## src/rtl/watch_mode_ctrl.sv

```systemverilog
// -----------------------------------------------------------------------------
// watch_mode_ctrl
//
// Mode sequencer for the four-digit watch/stopwatch. It turns debounced key
// events into mode transitions, command pulses for the watch counter and the
// stopwatch, a display-source select and a per-digit blink mask.
//
// Modes: 0 WATCH, 1 SET_HOUR, 2 SET_MIN, 3 STOPWATCH.
//
// Parameters
//   CLK_HZ          input clock frequency in Hz
//   BLINK_HZ        blink rate of the digits under edit (full on/off period)
//   EDIT_TIMEOUT_S  idle seconds before an edit mode falls back to WATCH
//
// Ports
//   clk, rst_n        clock, asynchronous active-low reset
//   key_first_1/2     short-press events (one-cycle pulses)
//   key_long_1/2      long-press events (one-cycle pulses)
//   mode              current mode
//   dsp_sel           1 = watch digits shown, 0 = stopwatch digits
//   blank_mask        bit n blanks Hex_n (1 = digit off)
//   watch_inc_hour    pulse: increment hours
//   watch_inc_min     pulse: increment minutes (no carry)
//   watch_sec_clr     pulse: zero seconds/prescaler on leaving an edit
//   sw_run            level: stopwatch counts while 1
//   sw_clear          pulse: zero the stopwatch
//
// Every output is a register: an event sampled at edge N is visible after
// that edge, and pulses are exactly one cycle wide.
// -----------------------------------------------------------------------------
module watch_mode_ctrl #(
  parameter int CLK_HZ         = 50_000_000,
  parameter int BLINK_HZ       = 2,
  parameter int EDIT_TIMEOUT_S = 10
) (
  input  logic       clk,
  input  logic       rst_n,
  input  logic       key_first_1,
  input  logic       key_long_1,
  input  logic       key_first_2,
  input  logic       key_long_2,
  output logic [1:0] mode,
  output logic       dsp_sel,
  output logic [3:0] blank_mask,
  output logic       watch_inc_hour,
  output logic       watch_inc_min,
  output logic       watch_sec_clr,
  output logic       sw_run,
  output logic       sw_clear
);

  // Edit timeout in clock cycles and the blink half-period in clock cycles.
  localparam int TO_CYC     = EDIT_TIMEOUT_S * CLK_HZ;
  localparam int TO_W       = (TO_CYC > 1) ? $clog2(TO_CYC) : 1;
  localparam int BL_CYC_RAW = CLK_HZ / (2 * BLINK_HZ);
  localparam int BL_CYC     = (BL_CYC_RAW < 1) ? 1 : BL_CYC_RAW;
  localparam int BL_W       = (BL_CYC > 1) ? $clog2(BL_CYC) : 1;

  localparam logic [TO_W-1:0] TO_LAST = TO_W'(TO_CYC - 1);
  localparam logic [BL_W-1:0] BL_LAST = BL_W'(BL_CYC - 1);

  typedef enum logic [1:0] {
    ST_WATCH     = 2'd0,
    ST_SET_HOUR  = 2'd1,
    ST_SET_MIN   = 2'd2,
    ST_STOPWATCH = 2'd3
  } state_t;

  // The single event that wins arbitration this cycle.
  typedef enum logic [2:0] {
    EV_NONE,
    EV_LONG_1,
    EV_FIRST_1,
    EV_LONG_2,
    EV_FIRST_2
  } event_t;

  state_t          r_state;
  logic            r_dsp_sel;
  logic [3:0]      r_blank_mask;
  logic            r_inc_hour;
  logic            r_inc_min;
  logic            r_sec_clr;
  logic            r_sw_run;
  logic            r_sw_clear;
  logic [TO_W-1:0] r_to_cnt;
  logic [BL_W-1:0] r_blink_cnt;
  logic            r_blink_phase;

  event_t          w_ev;
  logic            w_any_key;
  state_t          w_next_state;
  logic            w_next_edit;
  logic            w_state_chg;
  logic            w_inc_hour;
  logic            w_inc_min;
  logic            w_sec_clr;
  logic            w_sw_run;
  logic            w_sw_clear;
  logic            w_blink_restart;
  logic [TO_W-1:0] w_to_next;
  logic [BL_W-1:0] w_blink_cnt_next;
  logic            w_blink_phase_next;
  logic [3:0]      w_blank_mask_next;

  assign w_any_key = key_first_1 | key_long_1 | key_first_2 | key_long_2;

  always_comb begin
    // NOTE: every signal written here gets a default first, so no path can
    // leave one unassigned and infer a latch.
    w_ev               = EV_NONE;
    w_next_state       = r_state;
    w_inc_hour         = 1'b0;
    w_inc_min          = 1'b0;
    w_sec_clr          = 1'b0;
    w_sw_run           = r_sw_run;
    w_sw_clear         = 1'b0;
    w_to_next          = '0;
    w_blink_cnt_next   = '0;
    w_blink_phase_next = 1'b0;
    w_blank_mask_next  = 4'b0000;

    // Key 1 beats key 2; within a key, long beats first.
    if (key_long_1)       w_ev = EV_LONG_1;
    else if (key_first_1) w_ev = EV_FIRST_1;
    else if (key_long_2)  w_ev = EV_LONG_2;
    else if (key_first_2) w_ev = EV_FIRST_2;

    case (r_state)
      ST_WATCH: begin
        case (w_ev)
          EV_LONG_1: w_next_state = ST_STOPWATCH;
          EV_LONG_2: w_next_state = ST_SET_HOUR;
          default:   ;
        endcase
      end
      ST_SET_HOUR, ST_SET_MIN: begin
        case (w_ev)
          EV_FIRST_2: begin
            if (r_state == ST_SET_HOUR) w_inc_hour = 1'b1;
            else                        w_inc_min  = 1'b1;
          end
          EV_FIRST_1: w_next_state = (r_state == ST_SET_HOUR) ? ST_SET_MIN : ST_SET_HOUR;
          EV_LONG_2: begin
            w_next_state = ST_WATCH;
            w_sec_clr    = 1'b1;
          end
          // Timeout only fires on a cycle with no key activity at all; an
          // ignored key (long 1) still counts as activity.
          EV_NONE: if (r_to_cnt == TO_LAST) w_next_state = ST_WATCH;
          default: ;
        endcase
      end
      ST_STOPWATCH: begin
        case (w_ev)
          EV_FIRST_1: w_sw_run     = ~r_sw_run;
          EV_FIRST_2: w_sw_clear   = ~r_sw_run;
          EV_LONG_1:  w_next_state = ST_WATCH;
          default:    ;
        endcase
      end
      default: ;
    endcase

    w_next_edit = (w_next_state == ST_SET_HOUR) || (w_next_state == ST_SET_MIN);
    w_state_chg = (w_next_state != r_state);

    // Idle counter: advances only while staying in an edit mode untouched.
    if (w_next_edit && !w_state_chg && !w_any_key) w_to_next = r_to_cnt + 1'b1;

    // Blink restarts visible on edit entry and on every increment so the new
    // value is readable straight away.
    w_blink_restart = (w_next_edit && w_state_chg) || w_inc_hour || w_inc_min;
    if (w_next_edit && !w_blink_restart) begin
      if (r_blink_cnt == BL_LAST) begin
        w_blink_cnt_next   = '0;
        w_blink_phase_next = ~r_blink_phase;
      end else begin
        w_blink_cnt_next   = r_blink_cnt + 1'b1;
        w_blink_phase_next = r_blink_phase;
      end
    end

    // Hours live on Hex_3/Hex_2, minutes on Hex_1/Hex_0.
    case (w_next_state)
      ST_SET_HOUR: w_blank_mask_next = {w_blink_phase_next, w_blink_phase_next, 2'b00};
      ST_SET_MIN:  w_blank_mask_next = {2'b00, w_blink_phase_next, w_blink_phase_next};
      default:     w_blank_mask_next = 4'b0000;
    endcase
  end

  // NOTE: sequential state uses non-blocking assignments so every register
  // updates from the same pre-edge values regardless of statement order.
  always_ff @(posedge clk or negedge rst_n) begin
    if (!rst_n) begin
      r_state       <= ST_WATCH;
      r_dsp_sel     <= 1'b1;
      r_blank_mask  <= 4'b0000;
      r_inc_hour    <= 1'b0;
      r_inc_min     <= 1'b0;
      r_sec_clr     <= 1'b0;
      r_sw_run      <= 1'b0;
      r_sw_clear    <= 1'b0;
      r_to_cnt      <= '0;
      r_blink_cnt   <= '0;
      r_blink_phase <= 1'b0;
    end else begin
      r_state       <= w_next_state;
      r_dsp_sel     <= (w_next_state != ST_STOPWATCH);
      r_blank_mask  <= w_blank_mask_next;
      r_inc_hour    <= w_inc_hour;
      r_inc_min     <= w_inc_min;
      r_sec_clr     <= w_sec_clr;
      r_sw_run      <= w_sw_run;
      r_sw_clear    <= w_sw_clear;
      r_to_cnt      <= w_to_next;
      r_blink_cnt   <= w_blink_cnt_next;
      r_blink_phase <= w_blink_phase_next;
    end
  end

  assign mode           = r_state;
  assign dsp_sel        = r_dsp_sel;
  assign blank_mask     = r_blank_mask;
  assign watch_inc_hour = r_inc_hour;
  assign watch_inc_min  = r_inc_min;
  assign watch_sec_clr  = r_sec_clr;
  assign sw_run         = r_sw_run;
  assign sw_clear       = r_sw_clear;

endmodule

```

## config.mk

```make
export PLATFORM = sky130hd
export DESIGN_NAME = watch_mode_ctrl
export DESIGN_NICKNAME = d
export VERILOG_FILES = /design/src/rtl/watch_mode_ctrl.sv
export SDC_FILE = /design/constraint.sdc
export NUM_CORES = 1
export LEC_CHECK = 0
export ABC_AREA = 1
export BUFFER_PORTS_ARGS = -buffer_cell sky130_fd_sc_hd__buf_2
export CORE_ASPECT_RATIO = 1.2
export CORE_UTILIZATION = 25
export DETAILED_ROUTE_END_ITERATION = 7
export REMOVE_ABC_BUFFERS = 1
export SLEW_MARGIN = 20
export SYNTH_ARGS = -nofsm -noshare
export SYNTH_HDL_FRONTEND = slang
export SYNTH_SLANG_ARGS = --single-unit
```

## constraint.sdc

```tcl
create_clock -name clk -period 3.9 [get_ports clk]
set_input_delay 0.195 -clock clk [delete_from_list [all_inputs] [get_ports clk]]
set_output_delay 0.195 -clock clk [all_outputs]
set_load 0.05 [all_outputs]
```

==> flow_metrics.tcl, run 1 <==
set metrics [dict create \
    status "finished clean" \
    cp.required_ns 4.14 \
    worstSetupPathType "reg -> reg" \
    synth.largest_area_cell "dfrtp_1" \
    die_w_um 113 \
    drt-total-wl_um 7390 \
    dp_hpwl_um 5610 \
    fin_skew_ns 0.00784 \
    postLayoutCellArea_um2 4230 \
    netlist.area_leader.share 0.428 \
    wire_per_inst_um 11.1 \
    cts_sinks 64 \
    dieArea_um2 15200 \
    critPathMaxFanout 13 \
    postCtsSetupRepairBufs 0 \
    synth_edf_count 0 \
    ys_warn_count 0 \
    crit_path_end_kind "flip-flop" \
    antenna_found_initial 0 \
    fin_setup_tns_ns 0 \
    critPathMaxStageDelay_ns 0.41 \
    cts_tree "yes" \
    row_count 48 \
    gp_congestion 0.845 \
    ant_nets 0 \
    vias 2948 \
    avgSynthCellArea_um2 7.88 \
    htreeDepth 3 \
    cap_viol_max_count 0 \
    io_pins 18 \
    viasPerCell 4.41 \
    synth_area_leaders "dfrtp_1 43%, nor2_1 7.8%, nand2_1 7.4%" \
    drc_errors 0 \
    seq_area_frac_synth 0.435 \
    port_buffers 17 \
    p_leak_nw 1.69 \
    core-area_um2 14400 \
    n_antenna_cell 0 \
    ys.flop_type "dfrtp_1" \
    post-synth-top-count-cell "nor2_1" \
    clk_pin_slew_ns 0.05 \
    rsz0062_at_grt "no" \
    final-max-slew-violation-count 0 \
    grt_start_max_net_pins 41 \
    fmax_mhz 355 \
    track_usage 0.107 \
    grt_overflow 0 \
    min_period_ns 2.81 \
    cp.arrival_ns 3.05 \
    final-hold-violation-count 0 \
    synthTopCellsByCount "77 x nor2_1, 73 x nand2_1, 70 x inv_1" \
    holdWs_ns 0.157 \
    syn_inst 467 \
    cts_root_buffer "clkbuf_16" \
    initial_utilization 0.255 \
    cts_resized 0 \
    drt-pass1-iter-count 4 \
    ir_drop_mv 0.270 \
    crit_path_top_delay_cell "nand4_2" \
    area_growth_pct 14.7 \
    fin_nets 503 \
    powerDensity_nw_per_um2 485 \
    dpl-instance-area_um2 3930 \
    async_flop_share 1.00 \
    die_height_um 135 \
    cp-start-kind "flip-flop" \
    critPathMostFrequentCell "nand2_1" \
    max_slew_margin 0.627 \
    insertion_delay_ns 0.32 \
    layout-drive-gt1-share 0.134 \
    worstMarginPinSlew_ns 0.559 \
    setup_violations 0 \
    ys_seq_elements 64 \
    grt_first_pass_wirelength_um 13300 \
    min_period_over_period 0.722 \
    clockBufferDepth 2 \
    drt_iter0_markers 140 \
    grt_pass1_vias 3031 \
    crit_chain "ha_1 -> nand3_2 -> nor3_2 -> nand3_1 -> nand3_1 -> nand2_1 -> nand2_1 -> nand2_1 -> nand2_1 -> inv_1 -> ha_1 -> nand2_1 -> nor2_4 -> nand4_2 -> nor2_1" \
    nFillCells 1544 \
    cts_buffers 9 \
    hold_path_class "in -> reg" \
    synthDistinctLibCells 31 \
    syn-cell-area_um2 3680 \
]
==> timing repair <==
item / CTS / global route
setup endpoints to repair: 0 / 0
hold buffers: 1 / 0
hold endpoints to repair: 23 / 0
==> power by group <==
part,internal (mW),switching (mW),total [mW]
combinational,0.136,0.419,0.556
sequential,0.696,0.0308,0.727
clock,0.494,0.271,0.765
total,1.33,0.721,2.05
==> sequential cells by signal (all words and copies together), names as in the netlist <==
name and flops:
sw_clear 1, mode 2, watch_inc_min 1, sw_run 1, dsp_sel 1, watch_inc_hour 1
blank_mask 2, r_blink_phase 1, r_to_cnt 29, r_blink_cnt 24, watch_sec_clr 1
==> worst max-delay path: cells and delay by family, from the launching register on <==
| kind | cells | cell delay, ns |
|---|---|---|
| adder cells (fa/ha/maj) | 2 | 0.49 |
| buffers and inverters | 1 | 0.08 |
| AND/OR/NAND/NOR | 12 | 1.79 |
| flip-flops | 1 | 0.38 |
==> cell families after synthesis <==
family	after synthesis	synth area share
XOR/XNOR	31	0.0737
flip-flops	64	0.435
buffers and inverters	78	0.0880
AND/OR/NAND/NOR	270	0.350
AO/OA/AOI/OAI	16	0.0255
adder cells (fa/ha/maj)	8	0.0272
==> cell type report <==
class                           instances  area, µm²  area share
Timing Repair Buffer                   19        103      0.0243
Tap cell                              175        219      0.0518
Sequential cell                        64       1600       0.379
Inverter                               70        263      0.0622
Clock inverter                          3       42.5      0.0101
Multi-Input combinational cell        325       1760       0.415
Clock buffer                           13        240      0.0569
==> worst paths after layout <==
| check | from | cells past startpoint | slack, ns | to |
|---|---|---|---|---|
| max | r_to_cnt[0] | 15 | 1.09 | r_blink_cnt[23] |
| max reg2reg | r_to_cnt[0] | 15 | 1.09 | r_blink_cnt[23] |
| min in group asynchronous | rst_n | 2 | 0.40 | r_blink_cnt[11] |
| min | key_first_2 | 3 | 0.16 | sw_clear |
| max in group asynchronous | rst_n | 3 | 2.59 | sw_run |
| min reg2reg | r_blink_cnt[0] | 1 | 0.46 | r_blink_cnt[0] |
==> through the flow <==
stage / total power, mW / setup WS [ns] / utilization / instances
floorplan: 1.16 / 1.35 / - / 459
global placement: 1.29 / 1.18 / 0.273 / 652
detailed placement: 1.30 / 1.06 / 0.273 / 652
CTS: 2.08 / 1.05 / 0.293 / 669
global route: 2.17 / 0.797 / 0.293 / 669
finish: 2.05 / 1.09 / 0.293 / 669
==> metal layers <==
layer | track usage | share of wire
met1 | 0.124 | 0.46
met2 | 0.192 | 0.51
met3 | 0.0328 | 0.021
met4 | 0.0207 | 0.0057
met5 | 0 | 0
==> placed cells by master, fill, tap and decap left out, drive strengths merged <==
master and instances:
clkbuf 13, nand4 20, nor3 22, dfstp 1, clkinv 1, nor4 15, nor2 99, bufinv 1
ha 8, o21ai 9, dlygate4sd3 1, o22ai 3, o21bai 1, o31ai 3, buf 18, nand2 77
xor2 27, nand3b 2, dfrtp 63, clkinvlp 1, nand3 31, inv 70, xnor2 4, or2 4
No activity file was read; power rests on OpenSTA's default activity.
==> run 2, diff against run 1 <==
ABC_AREA = 0   (was 1)
clock period = 2.4 ns   (was 3.9 ns; I/O delays follow)
==> run 2 against run 1 <==
Effect of this change: the flow now finishes with violations (setup timing); total power rose by 110%; worst setup slack worse by 1.6 ns; final cell count shrank 10%; register-to-register slack worse by 1.6 ns; largest power group is now combinational logic.
==> flow_metrics.tcl, run 2 <==
set metrics [dict create \
    status "finished, violations left" \
    violations "setup timing" \
    r2r.worst_path.cells 12 \
    p_leak_nw 2.09 \
    die_height_um 130 \
    powerDensity_nw_per_um2 873 \
    vias 2960 \
    rsz0062_at_grt "yes" \
    layout-drive-gt1-share 0.362 \
    dp_hpwl_um 5240 \
    drc_errors 0 \
    critPathMaxFanout 8 \
    final-hold-violation-count 0 \
    cap_viol_max_count 0 \
    port_buffers 17 \
    hold_path_class "in -> reg" \
    final_cell_mix "64 x buf_4, 63 x dfrtp_1, 29 x xor2_1" \
    crit_chain "or4b_4 -> nor4_4 -> a31oi_1 -> a21o_1 -> o22a_1 -> ha_1 -> o41a_1 -> o211a_4 -> nand4_1 -> buf_6 -> buf_12 -> nor3_2" \
    min_period_over_period 1.22 \
    row_count 46 \
    path_depth 12 \
    die_w_um 109 \
    dieArea_um2 14200 \
    post-synth-top-count-cell "dfrtp_1" \
    synth_edf_count 0 \
    syn_inst 348 \
    htreeDepth 3 \
    synth_adder_area_share 0.0292 \
    worstSetupPathType "reg -> reg" \
    dpl.cell_count 576 \
    gp_congestion 0.835 \
    area_growth_pct 45.3 \
    drt-total-wl_um 8610 \
    final_cells 602 \
    final-max-slew-violation-count 0 \
    r2r_end "r_to_cnt[10]" \
    grt_overflow 0 \
    wire_per_inst_um 14.3 \
    clockBufferDepth 2 \
    cp-start-kind "flip-flop" \
    avgSynthCellArea_um2 9.84 \
    cts_tree "yes" \
    synth.largest_area_cell "dfrtp_1" \
    max_slew_margin 0.450 \
    io_pins 18 \
    endpoint "r_to_cnt[10]" \
    grt_start_max_net_pins 65 \
    fin_skew_ns 0.00623 \
    reg2reg_slack_ns -0.54 \
    nFillCells 1263 \
    crit_path_end_kind "flip-flop" \
    critPathMaxStageDelay_ns 0.55 \
    drt-pass1-iter-count 4 \
    synth_xor_area_frac 0.130 \
    setup_violations 56 \
    postLayoutCellArea_um2 4980 \
    initial_utilization 0.258 \
    syn-cell-area_um2 3430 \
    timing.rr.start "r_to_cnt[17]" \
    cts_buffers 9 \
    async_flop_share 1.00 \
    yosys.area_share.simple 0.290 \
    setup_ws_ns -0.535 \
    viasPerCell 4.92 \
    dpl_worst_slack_ns -0.609 \
    clk_pin_slew_ns 0.05 \
    crit_path_top_delay_cell "or4b_4" \
    cpLargestDelayFamily "simple AND/OR/NAND/NOR gates" \
    seq_area_frac_synth 0.468 \
    core-area_um2 13300 \
    track_usage 0.127 \
    fmax_mhz 341 \
    insertion_delay_ns 0.33 \
    min_period_ns 2.94 \
    synthDistinctLibCells 44 \
    ys_warn_count 0 \
    p_total_mw 4.34 \
    ir_drop_mv 0.638 \
    grt_first_pass_wirelength_um 14200 \
    cts_root_buffer "clkbuf_16" \
    reg_top3 "r_to_cnt: 29 flops, r_blink_cnt: 24 flops" \
    drt_iter0_markers 205 \
    netlist.area_leader.share 0.460 \
    worstMarginPinSlew_ns 0.825 \
    synth_compound_area_frac 0.0464 \
    final_common_cell "buf_4" \
    ant_nets 0 \
    crit_start "r_to_cnt[17]" \
    cp.required_ns 2.64 \
    ys_seq_elements 64 \
    dpl-instance-area_um2 4140 \
    antenna_found_initial 0 \
    worst-path-buf-inv 2 \
    cts_sinks 64 \
    synthTopCellsByCount "63 x dfrtp_1, 56 x nor3_1, 29 x xor2_1" \
    top_register "r_to_cnt" \
    synth_mux_area_frac 0 \
    ys.flop_type "dfrtp_1" \
    largest_register_ffs 29 \
    fin_nets 443 \
    synth_area_leaders "dfrtp_1 46%, nor3_1 8.2%, xor2_1 7.4%" \
    synth_top_family_by_area "simple AND/OR/NAND/NOR gates" \
    grt_pass1_vias 3060 \
    n_antenna_cell 0 \
    cp.arrival_ns 3.18 \
]
## run 2: cell type report
cell class,instances,area [µm²],area share
multi-input cells,255,2050,0.413
flip-flops and latches,64,1600,0.322
repair buffers,89,724,0.146
clock buffers,11,243,0.0488
well taps,168,210,0.0422
clock inverters,5,104,0.0209
inverters,10,37.5,0.00754
## run 2: cells by family after synthesis
logic type	count (synthesis)
AND/OR/NAND/NOR	175
flip-flops	64
XOR/XNOR	51
buffers and inverters	29
AO/OA/AOI/OAI	21
adder cells (fa/ha/maj)	8
## run 2: timing repair
item                                   4_1_cts  5_1_grt
pin swaps                                    6       26
cloned                                       1        2
endpoints found under the hold margin       17        0
setup endpoints to repair                   56       56
hold buffers                                 1        0
resized for setup                           42       27
buffers inserted                             3        3
## run 2: power by group
group          total [mW]  internal (mW)  switching [mW]
Sequential           1.16           1.13          0.0273
Combinational        1.68          0.717           0.963
Clock                1.51           1.04           0.465
Total                4.34           2.89            1.46
## run 2: stage by stage
step | TNS (ns) | util | hold WS [ns]
finish | -27.37 | 0.374 | 0.120
global route | -36.39 | 0.374 | 0.150
CTS | -28.57 | 0.357 | 0.115
detailed placement | -31.36 | 0.311 | 0.349
global placement | -28.25 | 0.311 | 0.339
floorplan | -48.52 | - | -0.176
## run 2: worst min-delay path by stage
stage | startpoint | to | slack (ns) | cells past startpoint
3_3_place_gp | rst_n | r_blink_cnt[21] | 0.34 | 2
5_1_grt | key_first_2 | sw_clear | 0.15 | 2
6_report | key_first_2 | sw_clear | 0.12 | 2
3_5_place_dp | rst_n | r_blink_cnt[20] | 0.35 | 2
2_1_floorplan | rst_n | blank_mask[1] | -0.18 | 0
4_1_cts | key_first_2 | sw_clear | 0.11 | 2
## run 2: per-layer routing
layer | track usage | up-vias | routed length (µm)
met5 | 0 | - | 0
met4 | 0.0541 | 0 | 121
met3 | 0.0330 | 11 | 280
met2 | 0.221 | 49 | 4530
met1 | 0.146 | 1480 | 3670
li1 | - | 1420 | -
==> run 3, diff against run 2 <==
CTS_BUF_LIST = sky130_fd_sc_hd__clkbuf_8   (was unset)
==> run 3 against run 2 <==
Effect of this change: the run still ends with setup timing left; worst setup slack worse by 0.0080 ns; final area is 3.2% lower; sequential share of layout area is 1.1 points higher; maximum frequency is 0.27% lower; first-iteration DRC count is 13% lower; sequential power hardly changed; critical path depth is 1 lower; clock power is 24% lower; critical endpoint is now r_blink_cnt[17]; largest power group unchanged.
==> flow_metrics.tcl, run 3 (synthesized netlist as in run 2, its figures left out) <==
set metrics [dict create \
    status "finished, violations left" \
    violations "setup timing" \
    min_period_over_period 1.23 \
    dpl_worst_slack_ns -0.609 \
    cts_buffers 9 \
    worstMarginPinSlew_ns 0.818 \
    row_count 46 \
    fin_skew_ns 0.0142 \
    area_growth_pct 40.5 \
    grt_overflow 0 \
    cts_tree "yes" \
    clockBufferDepth 2 \
    reg_top3 "r_to_cnt: 29 flops, r_blink_cnt: 24 flops" \
    die_height_um 130 \
    dpl.cell_count 576 \
    crit_start "r_to_cnt[8]" \
    met1_usage 0.140 \
    ant_nets 0 \
    nFillCells 1302 \
    r2r.worst_path.cells 11 \
    worst-path-buf-inv 1 \
    largest_register_ffs 29 \
    reg2reg_slack_ns -0.54 \
    rsz0062_at_grt "yes" \
    final_common_cell "dfrtp_1" \
    grt_pass1_vias 2941 \
    critPathMaxStageDelay_ns 0.55 \
    setup_ws_ns -0.543 \
    cp.required_ns 2.67 \
    drt_iter0_markers 178 \
    cpLargestDelayFamily "compound AO/OA/AOI/OAI gates" \
    r2r_end "r_blink_cnt[17]" \
    core-area_um2 13300 \
    vias 2931 \
    final_cell_mix "63 x dfrtp_1, 62 x buf_4, 29 x xor2_1" \
    crit_path_top_delay_cell "or4b_4" \
    drc_errors 0 \
    gp_congestion 0.835 \
    path_depth 11 \
    use_met3 0.0320 \
    htreeDepth 3 \
    dpl-instance-area_um2 4140 \
    dieArea_um2 14200 \
    postLayoutCellArea_um2 4810 \
    layout-drive-gt1-share 0.356 \
    antenna_found_initial 0 \
    crit_path_end_kind "flip-flop" \
    min_period_ns 2.94 \
    port_buffers 17 \
    top_register "r_to_cnt" \
    grt_start_max_net_pins 65 \
    powerDensity_nw_per_um2 820 \
    fin_setup_tns_ns -27.84 \
    cp-start-kind "flip-flop" \
    cts_root_buffer "clkbuf_8" \
    fmax_mhz 340 \
    use_met2 0.202 \
    clk_pin_slew_ns 0.08 \
    insertion_delay_ns 0.35 \
    wire_per_inst_um 13.9 \
    grt-busiest-layer "met2" \
    dp_hpwl_um 5240 \
    final-hold-violation-count 0 \
    cp.arrival_ns 3.21 \
    ir_drop_mv 0.617 \
    viasPerCell 4.89 \
    die_w_um 109 \
    endpoint "r_blink_cnt[17]" \
    cts_sinks 64 \
    setup_violations 56 \
    final-max-slew-violation-count 0 \
    initial_utilization 0.258 \
    cap_viol_max_count 0 \
    track_usage 0.119 \
    hold_path_class "in -> reg" \
    drt-pass1-iter-count 5 \
    critPathMaxFanout 27 \
    final_cells 600 \
    timing.rr.start "r_to_cnt[8]" \
    worstSetupPathType "reg -> reg" \
    fin_nets 441 \
    grt_first_pass_wirelength_um 13300 \
    n_antenna_cell 0 \
    max_slew_margin 0.455 \
    crit_chain "or4b_4 -> nor4_4 -> a31oi_1 -> a21o_1 -> o22a_1 -> ha_1 -> o41a_1 -> o211a_4 -> o2111ai_2 -> buf_12 -> nor3_1" \
    p_leak_nw 2.02 \
    io_pins 18 \
    drt-total-wl_um 8330 \
]
-- run 3: changes by cell type in the layout (fill, tap and decap cells not counted), moves of 2 or more --
| cell | before | now |
|---|---|---|
| clkbuf_16 | 11 | 2 |
| clkbuf_8 | 1 | 10 |
| buf_4 | 64 | 62 |
| nor3_4 | 15 | 13 |
-- run 3: worst min path at each step --
| stage | startpoint | to | slack [ns] | cells after the start |
|---|---|---|---|---|
| 6_report | key_first_2 | sw_clear | 0.1 | 2 |
| 4_1_cts | key_first_2 | sw_clear | 0.09 | 2 |
| 3_5_place_dp | rst_n | r_blink_cnt[20] | 0.35 | 2 |
| 3_3_place_gp | rst_n | r_blink_cnt[21] | 0.34 | 2 |
| 2_1_floorplan | rst_n | blank_mask[1] | -0.18 | 0 |
| 5_1_grt | key_first_2 | sw_clear | 0.11 | 2 |
-- run 3: power breakdown --
group | switching, mW | leakage, nW | internal, mW
clock | 0.431 | 0.128 | 0.715
combinational | 0.950 | 1.01 | 0.699
sequential | 0.0266 | 0.885 | 1.13
total | 1.41 | 2.02 | 2.54
-- run 3: per-layer routing --
| layer | vias up | routed length [µm] |
|---|---|---|
| met5 | - | 0 |
| met4 | 0 | 154 |
| met3 | 12 | 235 |
| met2 | 42 | 4270 |
| met1 | 1461 | 3670 |
| li1 | 1416 | - |
-- run 3: timing repair --
item,in CTS,in global routing
pin swaps,0,23
gates resized for setup,8,55
cloned,0,3
setup endpoints to repair,56,56
endpoints found under the hold margin,63,0
setup buffers,0,4
hold buffers,1,0
-- run 3: cell type report --
type,count,area (µm²),share of cell area
multi-input cells,255,2030,0.421
flip-flops and latches,64,1600,0.333
repair buffers,87,693,0.144
well taps,168,210,0.0437
clock buffers,10,138,0.0286
clock inverters,6,108,0.0223
inverters,10,37.5,0.00780
-- run 3: per-stage QoR --
step | util | power, mW | hold slack [ns]
6_report | 0.362 | 3.95 | 0.0968
4_1_cts | 0.333 | 3.77 | 0.0867
2_1_floorplan | - | 1.92 | -0.176
3_5_place_dp | 0.311 | 2.59 | 0.349
3_3_place_gp | 0.311 | 2.54 | 0.339
5_1_grt | 0.362 | 4.17 | 0.113
